$ cat config.mk
export PLATFORM = sky130hd
export DESIGN_NAME = alu8
export DESIGN_NICKNAME = d
export VERILOG_FILES = /design/src/rtl/alu8.sv
export SDC_FILE = /design/constraint.sdc
export NUM_CORES = 1
export LEC_CHECK = 0
export ABC_AREA = 0
export ABC_CLOCK_PERIOD_IN_PS = 5050
export CORE_UTILIZATION = 25
export CTS_CLUSTER_SIZE = 8
export DETAILED_ROUTE_END_ITERATION = 6
export PLACE_DENSITY_LB_ADDON = 0.12
export SYNTH_ARGS = -nofsm -noshare
export SYNTH_HDL_FRONTEND = slang
export SYNTH_SLANG_ARGS = --single-unit
$ cat constraint.sdc
create_clock -name clk -period 5.05 [get_ports clk]
set_input_delay 1.01 -clock clk [delete_from_list [all_inputs] [get_ports clk]]
set_output_delay 1.01 -clock clk [all_outputs]
set_load 0.01 [all_outputs]
$ cat src/rtl/alu8.sv
// alu8: 8-bit registered ALU with a 4-bit opcode, carry in and carry out.
// Interface contract: there is no handshake. Operands, carry_in and opcode are
// sampled on every rising clk edge, and the matching sum/carry_out is presented
// right after that edge and held until the next one. A new operation can be
// issued every cycle. rst is synchronous, active-high, and overrides opcode.
module alu8 (
    input  logic       clk,
    input  logic       rst,
    input  logic [7:0] in_a,
    input  logic [7:0] in_b,
    input  logic       carry_in,
    input  logic [3:0] opcode,
    output logic [7:0] sum,
    output logic       carry_out
);

    typedef enum logic [3:0] {
        OP_ADD  = 4'd0,
        OP_ADC  = 4'd1,
        OP_SUB  = 4'd2,
        OP_MUL  = 4'd3,
        OP_SBB  = 4'd4,
        OP_AND  = 4'd5,
        OP_OR   = 4'd6,
        OP_XOR  = 4'd7,
        OP_NOT  = 4'd8,
        OP_SHL  = 4'd9,
        OP_SHR  = 4'd10,
        OP_RCL  = 4'd11,
        OP_RCR  = 4'd12,
        OP_INC  = 4'd13,
        OP_DEC  = 4'd14,
        OP_PASS = 4'd15
    } op_e;

    op_e op;
    assign op = op_e'(opcode);

    // Widened intermediates: bit 8 of each 9-bit result is the carry or borrow.
    // Subtraction wraps modulo 512, so bit 8 is set exactly when the true
    // difference is negative.
    logic [8:0]  add_w;
    logic [8:0]  adc_w;
    logic [8:0]  sub_w;
    logic [8:0]  sbb_w;
    logic [15:0] mul_w;

    assign add_w = {1'b0, in_a} + {1'b0, in_b};
    assign adc_w = add_w + {8'b0, carry_in};
    assign sub_w = {1'b0, in_a} - {1'b0, in_b};
    assign sbb_w = sub_w - {8'b0, carry_in};
    assign mul_w = {8'b0, in_a} * {8'b0, in_b};

    logic [7:0] sum_d;
    logic [7:0] sum_q;
    logic       carry_d;
    logic       carry_q;

    // Select the result and flag for the current opcode.
    always_comb begin
        sum_d   = 8'h00;
        carry_d = 1'b0;
        case (op)
            OP_ADD: begin
                sum_d   = add_w[7:0];
                carry_d = add_w[8];
            end
            OP_ADC: begin
                sum_d   = adc_w[7:0];
                carry_d = adc_w[8];
            end
            OP_SUB: begin
                sum_d   = sub_w[7:0];
                carry_d = sub_w[8];
            end
            OP_MUL: begin
                sum_d   = mul_w[7:0];
                carry_d = |mul_w[15:8];
            end
            OP_SBB: begin
                sum_d   = sbb_w[7:0];
                carry_d = sbb_w[8];
            end
            OP_AND:  sum_d = in_a & in_b;
            OP_OR:   sum_d = in_a | in_b;
            OP_XOR:  sum_d = in_a ^ in_b;
            OP_NOT:  sum_d = ~in_a;
            OP_SHL: begin
                sum_d   = {in_a[6:0], 1'b0};
                carry_d = in_a[7];
            end
            OP_SHR: begin
                sum_d   = {1'b0, in_a[7:1]};
                carry_d = in_a[0];
            end
            OP_RCL: begin
                sum_d   = {in_a[6:0], carry_in};
                carry_d = in_a[7];
            end
            OP_RCR: begin
                sum_d   = {carry_in, in_a[7:1]};
                carry_d = in_a[0];
            end
            OP_INC: begin
                sum_d   = in_a + 8'd1;
                carry_d = (in_a == 8'hFF);
            end
            OP_DEC: begin
                sum_d   = in_a - 8'd1;
                carry_d = (in_a == 8'h00);
            end
            OP_PASS: sum_d = in_b;
        endcase
    end

    // Output registers; reset clears them and wins over any opcode.
    always_ff @(posedge clk) begin
        if (rst) begin
            sum_q   <= 8'h00;
            carry_q <= 1'b0;
        end else begin
            sum_q   <= sum_d;
            carry_q <= carry_d;
        end
    end

    assign sum       = sum_q;
    assign carry_out = carry_q;

endmodule

Yosys cells after proc, flatten, opt, wreduce, memory -nomap -nowiden. Index checks and enable logic that the tools add are counted. Widths: inputs -> output; s select.

Reduce and logical (&&, ||, !) cells: 5. Mux-type cells: 2. Add/sub/neg operators: 6. Equal/unequal tests: 16. Bitwise operators: 4. $mul: 1.

Operators by type and width (number): $pmux 8 s16 (1); $eq 4x4->1 const B (8); $eq 4x3->1 const B (4); $mul 8x8->16 (1); $add 8x8->9 (1); $add 9x1->9 (1); $pmux 1 s9 (1); $sub 8x8->9 (1); $sub 9x1->9 (1); $add 8x1->8 const B (1); $and 8x8->8 (1); $eq 4x2->1 const B (2); $eq 8x8->1 const B (1); $logic_not 8->1 (1); $not 8->8 (1); $or 8x8->8 (1); $reduce_or 8->1 (1); $sub 8x1->8 const B (1); $xor 8x8->8 (1); $eq 4x1->1 const B (1); $logic_not 4->1 (1); $reduce_or 2->1 (2).

Logic and storage cells: 36. Bits of input ports: 23. Bits in registers: 9.

Depth between registers and ports, before layout. Gate-level depths: netlist of the first run.

Depth in word-level cells: 3. Depth in mapped cells: 20. Mapped depth without buffers: 19.

Worst setup path before layout of the first run. OpenSTA, ideal clock, no wires.

Kind: input -> register. Start: input port in_a[0]. End: register carry_q (netlist: carry_out). Path slack: -0.398 ns. Setup time: 0.120 ns. Path buffers: 1. Arrival time: 5.328 ns. Stages: 18. Data required time: 4.930 ns. Path through: clkbuf_1 > nand2_1 > fa_1 > fa_1 > inv_1 > fa_1 > inv_1 > fa_1 > inv_1 > ha_1 > and3_1 > a2111oi_4 > o21ai_0 > a31oi_1 > a31oi_1 > o21ai_0 > a31oi_1 > o31a_1.

Longest elaborated chain between the ends: 3. Elaborated cells on any way between the ends: 9. Classes of those cells: add/sub: 4; mul: 1; eq/ne: 1; mux: 1; reduce/logical: 2.

RTL lines: start, declared (RTL line 9) `input logic [7:0] in_a,`; $mul 8x8->16, or another cell as far along (RTL line 52) `assign mul_w = {8'b0, in_a} * {8'b0, in_b};`; $reduce_or 8->1, or another cell as far along (RTL line 78) `carry_d = |mul_w[15:8];`; $pmux 1 s9 * (RTL line 63) `case (op)`; end signal, assigned (RTL line 123) `carry_q <= carry_d;`; end, declared (RTL line 57) `logic carry_q;`.

Mark *: on every way between the ends. The rest lies on a longest branch, timed or not. A chain may end at the register's enable or synchronous reset.

Final worst setup path of the first run.
Start: input port in_a[2]. End: register carry_q (netlist: carry_out).

The elaborated chain is that of the path after synthesis.

==> run_results.csv, run 1 <==
group,metric,value,unit
run_status,status,"complete, but fails checks",
run_status,violations,"design-rule violations, negative setup slack",
routing,post_drt_via_cell_ratio,5.149,
worst_setup_path,worstPathMaxFanout,6,
yosys,ys_async_sr_fraction,0,%
global_route,grt_antenna_before_repair,0,
yosys,ys_ff_latch,9,
worst_setup_path,cp-end-kind,"register",
clock_tree,clkTransAtPathRegs,0.05,ns
worst_setup_path,cp.arrival,5.21,ns
yosys,synth_xor_area_share,6.089,%
yosys,synth_ff_type,"dfxtp_1",
timing,drv_slew,0,
yosys,synthAdderAreaFrac,34.90,%
global_route,grt_pass1_vias,4964,
die,rows,50,
yosys,synth_top_family_by_area,"adder cells",
die,fp.coreArea,18640,sq um
die,io_pins,32,
yosys,yosysWarningCount,0,
yosys,syn_area,4747,sq um
yosys,synth_nets,766,
global_route,grt_usage,18.50,%
clock_tree,clock-sinks,9,
job,drv_cap,0,
clock_tree,cts.path.max_buffers,2,
place,gp_congestion,0.9103,
yosys,avgSynthCellArea,7.487,sq um
routing,drtIter0Drc,428,
yosys,synth_compound_area_share,23.48,%
layout,diodes,0,
hold_path,hp-class,"primary input to register",
power_and_ir_drop,p_leak,0.002894,uW
timing,worst_slack,-0.02224,ns
clock_tree,cts-htree-levels,1,
yosys,yosysSeqAreaShare,3.795,%
routing,wl_per_cell,18.23,microns
yosys,postSynthCellCount,634,
worst_setup_path,critPathRequiredTime,5.19,ns
clock_tree,cts_tree,"yes",
timing,max_freq,197.2,MHz
yosys,ys_types,65,
place,placedCellCount,965,
routing,via_count,5036,
place,dp_slack,-0.8037,ns
place,portBuffers,31,
timing,finalCritPeriodShare,100.4,%
timing,rsz0062_at_grt,"true",
die,die_h,139.8,microns
clock_tree,cts_buffers,3,
yosys,synthMuxAreaShare,1.740,%
routing,postRouteAntennaNets,0,
timing,maxSlewHeadroom,31.18,%
routing,drt_wl_total,17830,microns
power_and_ir_drop,ir_worst_vdd,0.1186,mV
worst_setup_path,critPathKind,"primary input to register",
layout,area_delta_synth_final,30.52,%
timing,fin_crit,5.072,ns
yosys,synth_edf_count,0,
yosys,yosys.area_share.simple,20.06,%
die,die_area,19540,sq um
power_and_ir_drop,p_per_area,244.4,nW/um^2
global_route,grt_overflow,0,
worst_setup_path,critPathLaunchType,"primary input",
clock_tree,clock-root-buffer,"clkbuf_16",
timing,tightest_slew,1.024,ns
timing,hold_viol_final,0,
routing,firstDrtPassIters,7,
layout,nets,877,
die,initial_core_util,25.46,%
die,die_width,139.8,microns
global_route,grt_pass1_wl,28120,microns
global_route,grt_max_degree,35,
timing,setup-violations-final,1,
layout,final_cells,978,
layout,drive_gt1_share,23.25,%
routing,drc,1,
place,dp_hpwl,14850,microns
==> power by group <==
group	leakage (uW)	internal, uW	switching, uW
sequential	0.0000745	79.6	2.21
clock	0.0000382	107	46.0
combinational	0.00278	611	669
total	0.00289	798	717
==> cell usage after synthesis (4+ instances only) <==
cell | n | area share [%]
a211oi_1 | 13 | 2.1
a21o_1 | 5 | 0.79
a21oi_1 | 43 | 4.5
a221oi_1 | 7 | 1.3
a311oi_1 | 4 | 0.74
a31oi_1 | 7 | 0.92
a32oi_1 | 4 | 0.74
and3_1 | 5 | 0.66
buf_2 | 11 | 1.2
buf_6 | 4 | 0.95
clkbuf_1 | 11 | 0.87
dfxtp_1 | 9 | 3.8
fa_1 | 39 | 16
ha_1 | 70 | 18
inv_1 | 83 | 6.6
mux2i_1 | 6 | 1.3
nand2_1 | 47 | 3.7
nand2b_1 | 9 | 1.2
nand3_1 | 20 | 2.1
nand4_1 | 5 | 0.66
nor2_1 | 75 | 5.9
nor2b_1 | 7 | 0.92
nor3_1 | 9 | 0.95
o211ai_1 | 5 | 0.79
o21a_1 | 4 | 0.63
o21ai_0 | 24 | 2.5
o22ai_1 | 6 | 0.79
or2_2 | 4 | 0.53
or3_1 | 5 | 0.66
xnor2_1 | 19 | 3.5
xor2_1 | 14 | 2.6
==> final timing paths <==
| check | from | end | slack, ns | depth (start not counted) |
|---|---|---|---|---|
| worst max-delay path | in_a[2] | carry_out | -0.02 | 17 |
| worst min-delay path | in_b[2] | sum[2] | 1.55 | 6 |
==> layer usage <==
layer / vias to the layer above / global-route usage (%) / wire, microns
met5: - / 0 / 0
met1: 2430 / 27.08 / 8743
met4: 0 / 4.685 / 444
met2: 164 / 28.95 / 7765
li1: 2416 / - / -
met3: 26 / 1.617 / 878
==> flip-flops by register name, indices dropped and copies added, names as in the netlist <==
name and flops:
carry_out 1, sum 8
==> worst max-delay path, cell delays in order <==
cell and delay (ns):
buf_6 0.07, buf_8 0.12, nand2_4 0.05, fa_1 0.50, fa_1 0.56, inv_2 0.04, fa_1 0.52, inv_1 0.05
fa_1 0.49, inv_2 0.05, ha_4 0.23, and3_4 0.17, a2111oi_4 0.39, xnor2_1 0.15, a2111oi_2 0.35, a31oi_1 0.16
o31a_1 0.29
==> stage by stage <==
step | setup TNS (ns) | total power, uW | hold WS, ns | utilization (%) | instance area, sq um
after global placement | -2.844 | 1247 | 1.749 | 31.81 | 5929
after detailed placement | -2.914 | 1251 | 1.744 | 31.81 | 5929
final | -0.02224 | 1514 | 1.550 | 33.23 | 6196
after global routing | -0.2091 | 1670 | 1.580 | 33.23 | 6196
after CTS | 0 | 1503 | 1.605 | 32.89 | 6131
after floorplan | 0 | 834.2 | 1.314 | - | 4798
==> area by class of cell <==
type                    instances  area (sq um)
well taps                     234         292.8
clock buffers                   4         78.83
multi-input cells             511          4238
inverters                      86         335.3
repair buffers                134          1071
fillers                      2015         12450
flip-flops and latches          9         180.2
==> cell usage in the layout, fill, tap and decap left out, types with 9 or more instances in the layout <==
| master | instances |
|---|---|
| nand2_1 | 43 |
| nand3_1 | 19 |
| inv_1 | 74 |
| nor2_1 | 71 |
| clkdlybuf4s50_1 | 17 |
| nor3_1 | 9 |
| xor2_1 | 14 |
| buf_4 | 103 |
| fa_1 | 37 |
| dfxtp_1 | 9 |
| ha_1 | 63 |
| a21oi_1 | 43 |
| a211oi_1 | 12 |
| xnor2_1 | 18 |
| o21ai_0 | 21 |
| nand2b_1 | 9 |
==> cell families (layout without fill, tap and decap cells) <==
kind of cell    count (synthesis)  after routing
mux                             8              8
buf+inv                       114            224
compound gates                157            157
simple gates                  204            204
flops                           9              9
xor+xnor                       33             33
fa+ha+maj                     109            109
==> what timing repair did <==
item | in CTS | in global routing
pin swaps | 20 | 17
gates resized for setup | 70 | 35
hold buffers | 0 | 0
endpoints found under the setup margin | 5 | 4
buffers inserted | 6 | 3
(Power assumes the default switching activity.)
==> inputs of run 2 (changes only) <==
- CELL_PAD_IN_SITES_DETAIL_PLACEMENT: not set -> 1
- CELL_PAD_IN_SITES_GLOBAL_PLACEMENT: not set -> 2
- SLEW_MARGIN: not set -> 10
==> run 2 against run 1 <==
  * The flow now finishes without violations
  * Hold slack lost 0.092 ns
  * Routed wire length increased by 14%
  * Global-route usage up 2.3 points
  * Total power grew 5.3%
  * Combinational power increased by 6%
  * Count of clock-buffer cells in the layout stayed put
  * Cell area is 0.63% higher
  * Critical path type unchanged
  * Highest routed layer unchanged
==> run_results.csv, run 2 (synthesis results as in run 1) <==
group,metric,value,unit
worst_setup_path,worstPathMaxFanout,3,
die,io_pins,32,
power_and_ir_drop,ir_worst_vdd,0.1334,mV
timing,drv_slew,0,
timing,max_freq,201.2,MHz
power_and_ir_drop,p_sw,771.7,uW
routing,post_drt_via_cell_ratio,5.126,
clock_tree,clock-root-buffer,"clkbuf_16",
routing,postRouteAntennaNets,0,
power_and_ir_drop,clkPwrFrac,9.7,%
global_route,grt_overflow,0,
power_and_ir_drop,power_frac_seq,5.1,%
hold_path,hp-class,"primary input to register",
layout,area_delta_synth_final,31.34,%
die,initial_core_util,25.46,%
worst_setup_path,critPathKind,"primary input to register",
hold_path,min_path_cells,5,
layout,drive_gt1_share,23.85,%
die,die_area,19540,sq um
clock_tree,cts_tree,"yes",
worst_setup_path,critPathRequiredTime,5.19,ns
clock_tree,cts-htree-levels,1,
layout,diodes,0,
clock_tree,clock-sinks,9,
layout,utilization,33.44,%
clock_tree,cts.path.max_buffers,2,
routing,drtIter0Drc,277,
clock_tree,cts_buffers,3,
die,die_h,139.8,microns
timing,hold_viol_final,0,
clock_tree,hold_buffers,0,
hold_path,hold_end,"sum[0]",
clock_tree,clkTransAtPathRegs,0.05,ns
worst_setup_path,critPathLaunchType,"primary input",
timing,tightest_slew,0.7516,ns
global_route,grt_pass1_wl,30840,microns
hold_path,worstHoldStart,"in_a[0]",
worst_setup_path,cp.arrival,5.11,ns
worst_setup_path,crit_start,"in_a[7]",
timing,setup-violations-final,0,
run_status,status,"completed",
routing,firstDrtPassIters,4,
timing,maxSlewHeadroom,49.43,%
global_route,grt_usage,20.80,%
layout,nets,875,
global_route,grt_pass1_vias,5208,
routing,drt_wl_total,20250,microns
timing,rsz0062_at_grt,"true",
job,drv_cap,0,
routing,wl_per_cell,20.75,microns
layout,final_common_cell,"buf_4",
worst_setup_path,cp-end-kind,"register",
place,dp_hpwl,17090,microns
global_route,grt_antenna_before_repair,0,
die,die_width,139.8,microns
power_and_ir_drop,p_per_area,255.8,nW/um^2
timing,finalCritPeriodShare,98.40,%
place,gp_congestion,0.8418,
routing,drc,0,
routing,via_count,5003,
die,fp.coreArea,18640,sq um
die,rows,50,
place,portBuffers,31,
layout,largest_reg_flops,8,
global_route,grt_max_degree,35,
power_and_ir_drop,power_frac_comb,85.2,%
layout,layout_common_cells,"101 x buf_4, 71 x inv_1, 66 x nor2_1",
timing,fin_crit,4.969,ns
timing,fin_tns_setup,0,ns
power_and_ir_drop,p_int,823.0,uW
power_and_ir_drop,p_leak,0.002898,uW
power_and_ir_drop,netSwitchingFraction,48.39,%
## run 2: cell count changes in the layout (fill, tap and decap cells not counted), sizes merged
cell	before	now
clkbuf	7	5
clkdlybuf4s50	17	16
dlymetal6s2s	0	2
clkinv	1	2
clkinvlp	1	0
clkdlybuf4s15	0	1
dlygate4sd2	2	0
## run 2: area by class of cell
class                           count  area (sq um)
Sequential cell                     9         180.2
Clock buffer                        4         78.83
Inverter                           86         350.3
Fill cell                        2283         12410
Multi-Input combinational cell    511          4254
Tap cell                          234         292.8
Timing Repair Buffer              132          1079
## run 2: worst max path at each step
stage               cells past startpoint         to  slack (ns)
floorplan                              20  carry_out       0.005
global placement                       18     sum[5]       -0.85
detailed placement                     16  carry_out       -0.88
CTS                                    20  carry_out       0.004
global route                           20  carry_out       -0.08
finish                                 14  carry_out        0.08
## run 2: power by group through the flow
| stage | Clock (uW) | Combinational, uW | Sequential [uW] |
|---|---|---|---|
| global route | 165 | 1490 | 82.5 |
| CTS | 163 | 1340 | 81.8 |
| detailed placement | 0 | 1230 | 83.2 |
| floorplan | 0 | 747 | 87.4 |
| finish | 155 | 1360 | 81.6 |
| global placement | 0 | 1200 | 82.9 |
## run 2: through the flow
| stage | setup WS (ns) | total power [uW] | hold slack [ns] | std cells | instance area, sq um |
|---|---|---|---|---|---|
| CTS | 0.003900 | 1587 | 1.484 | 972 | 6070 |
| detailed placement | -0.8765 | 1310 | 1.750 | 963 | 5914 |
| floorplan | 0.005404 | 834.2 | 1.314 | 634 | 4798 |
| global placement | -0.8509 | 1286 | 1.748 | 963 | 5914 |
| finish | 0.08062 | 1595 | 1.458 | 976 | 6235 |
| global route | -0.08384 | 1742 | 1.505 | 976 | 6235 |
## run 2: critical path: stages
cell and delay (ns):
clkdlybuf4s50_1 0.51, nand2_1 0.09, fa_1 0.55, fa_1 0.44, fa_1 0.50, inv_1 0.06, fa_1 0.58, ha_4 0.24
o21a_1 0.19, o22ai_2 0.17, mux2_4 0.32, nor2_1 0.08, a31oi_1 0.09, o31a_1 0.29
## run 2: layer usage
layer	GRT usage (%)	share of wire [%]	vias to the layer above
met5	0	0	-
met4	3.470	0.87	0
met3	1.514	4.4	8
met2	32.82	45	106
met1	31.04	50	2472
li1	-	-	2417
## run 2: what timing repair did
| action | 4_1_cts | 5_1_grt |
|---|---|---|
| resized for setup | 74 | 61 |
| buffers inserted | 5 | 4 |
| pin swaps | 13 | 14 |
| endpoints found under the setup margin | 5 | 3 |
==> RTL change: new RTL, settings of run 2 <==
The output `sum` loses its register stage (`sum_q` becomes a continuous assignment).
--- a/src/rtl/alu8.sv
+++ b/src/rtl/alu8.sv
@@ -117,11 +117,11 @@
     always_ff @(posedge clk) begin
         if (rst) begin
-            sum_q   <= 8'h00;
             carry_q <= 1'b0;
         end else begin
-            sum_q   <= sum_d;
             carry_q <= carry_d;
         end
     end
+
+    assign sum_q = sum_d;
 
     assign sum       = sum_q;
Function: changed (a bounded check fails within 4 cycles, from zero or initial values and one cycle with rst high).
==> RTL change against run 2 <==
  * Wire length grew 8.6%
  * Worst hold slack gained 0.21 ns
  * Final area grew 16%
  * Setup slack lost 0.87 ns
  * Total power grew 15%
  * Critical path type is now in2out
  * Via count grew 11%
  * The run now ends with setup timing left
  * Synthesized area shrank 2.6%
  * Global-route usage grew 1.3 points
  * Sequential cell count shrank 8
==> RTL change: results (changes against run 2) <==
[yosys]
async_flop_share_pct = 0  ; unchanged
syn_nets = 776  ; +1.3%
yosysSeqAreaShare_pct = 0.433  ; -3.4 points
synth_top_family_by_area = adder cells
synth_area_leaders = ha_1 (19%), fa_1 (17%), inv_1 (7.1%)
synth-compound-area-share_pct = 24.6  ; +1.2 points
yosys.cell_types.count = 67  ; +3.1%
synthAdderAreaFrac_pct = 35.8  ; +0.93 points
synth_top_cells_by_count = inv_1 (88), nor2_1 (75), ha_1 (70)
synth_mux_area_share_pct = 1.60  ; -0.14 points
synth-xor-area-share_pct = 5.11  ; -0.97 points

[global_routing]
grtUsageTotal_pct = 22.1  ; +1.3 points
grt_pass1_wl_mm = 33.3  ; +7.9%
grt_pass1_vias = 5798  ; +11%
grt_max_degree = 42  ; +20%

[setup_path]
slowest_delay_ns = 0.55  ; -0.03 ns
cp.arrival_ns = 4.83  ; -0.28 ns
cp-startpoint = in_a[4]

[outcome]
violations = setup timing
status = complete, but fails checks

[finish]
largest_reg_flops = 1  ; -7
fin_nets = 971  ; +11%
drive_gt1_share_pct = 40.4  ; +17 points
nFillCells = 2202  ; -3.5%

[sta]
worst_pin_slew_ns = 0.548  ; -0.203 ns
finalSetupViolCount = 6  ; +6
setup_ws_ns = -0.791  ; -0.872 ns

[placed_design]
dp_slack_ns = -1.69  ; -0.812 ns
dp_hpwl_mm = 17.9  ; +4.8%
placed_cell_area_um2 = 6480  ; +9.6%
place.gp.congestion = 0.900  ; +6.9%

[pwr]
p_seq_share_pct = 0.5  ; -4.6 points
ir_worst_vdd_mv = 0.160  ; +20%
power.share.switching_pct = 51.5  ; +3.1 points
p_clk_share_pct = 0  ; -9.7 points

[route]
drt-vias-per-instance = 5.19  ; +1.3%
first_iter_violations = 383  ; +38%
wl_per_cell_um = 20.6  ; -0.56%
wl_met3_um = 811  ; -9.9%
wl_met2_mm = 10.2  ; +12%
first_pass_iters = 6  ; +2
routedLengthMet1_mm = 10.8  ; +7.4%

[hold_path]
hp-start = rst

[cts]
clkTransAtPathRegs_ns = 0  ; -0.05 ns

==> RTL change: changes by cell type in the layout (fill, tap and decap cells not counted), moves of 7 or more <==
cell	before	now
a21oi_1	43	30
buf_2	2	10
buf_4	101	174
buf_6	8	21
dfxtp_1	9	1
fa_1	38	31
fa_2	1	8
ha_1	62	49
ha_4	5	15
inv_1	71	61
inv_2	7	19
nor2_1	66	56
nor2_4	1	11
==> RTL change: logic make-up (layout without fill, tap and decap cells) <==
kind of cell | count (synthesis) | after routing
buffers and inverters | 120 | 313
muxes | 6 | 6
adders and majority gates | 109 | 109
DFF | 1 | 1
xor gates and xnor gates | 27 | 27
AOI/OAI and AO/OA | 165 | 165
and+or+nand+nor | 216 | 216
==> RTL change: what timing repair did <==
| item | 4_1_cts | 5_1_grt |
|---|---|---|
| setup buffers | 16 | 9 |
| pin swaps | 38 | 57 |
| gates resized for setup | 133 | 107 |
| hold buffers | 0 | 0 |
| endpoints found under the setup margin | 8 | 7 |
==> RTL change: area by class of cell <==
class,instances,area [um^2],share of cell area (%)
Multi-Input combinational cell,523,4740,65.7
Timing Repair Buffer,224,1800,24.9
Sequential cell,1,20.0,0.277
Tap cell,229,287,3.97
Inverter,89,374,5.18
==> RTL change: final timing paths <==
kind                                   end  slack [ns]  cells past startpoint
worst min-delay path  carry_out$_SDFF_PP0_        1.67                      3
worst max-delay path                sum[7]       -0.79                     19
==> RTL change: per-stage QoR <==
stage	setup TNS, ns	std cells
final	-3.10	1066
after global routing	-4.01	1066
after CTS	-4.56	1058
after detailed placement	-9.58	1043
after global placement	-9.44	1043
after floorplan	-0.597	644
==> RTL change: metal layers <==
layer	track usage, %	vias up
met5	0	-
met4	2.14	0
met3	1.84	16
met2	36.0	119
met1	32.6	2763
li1	-	2635
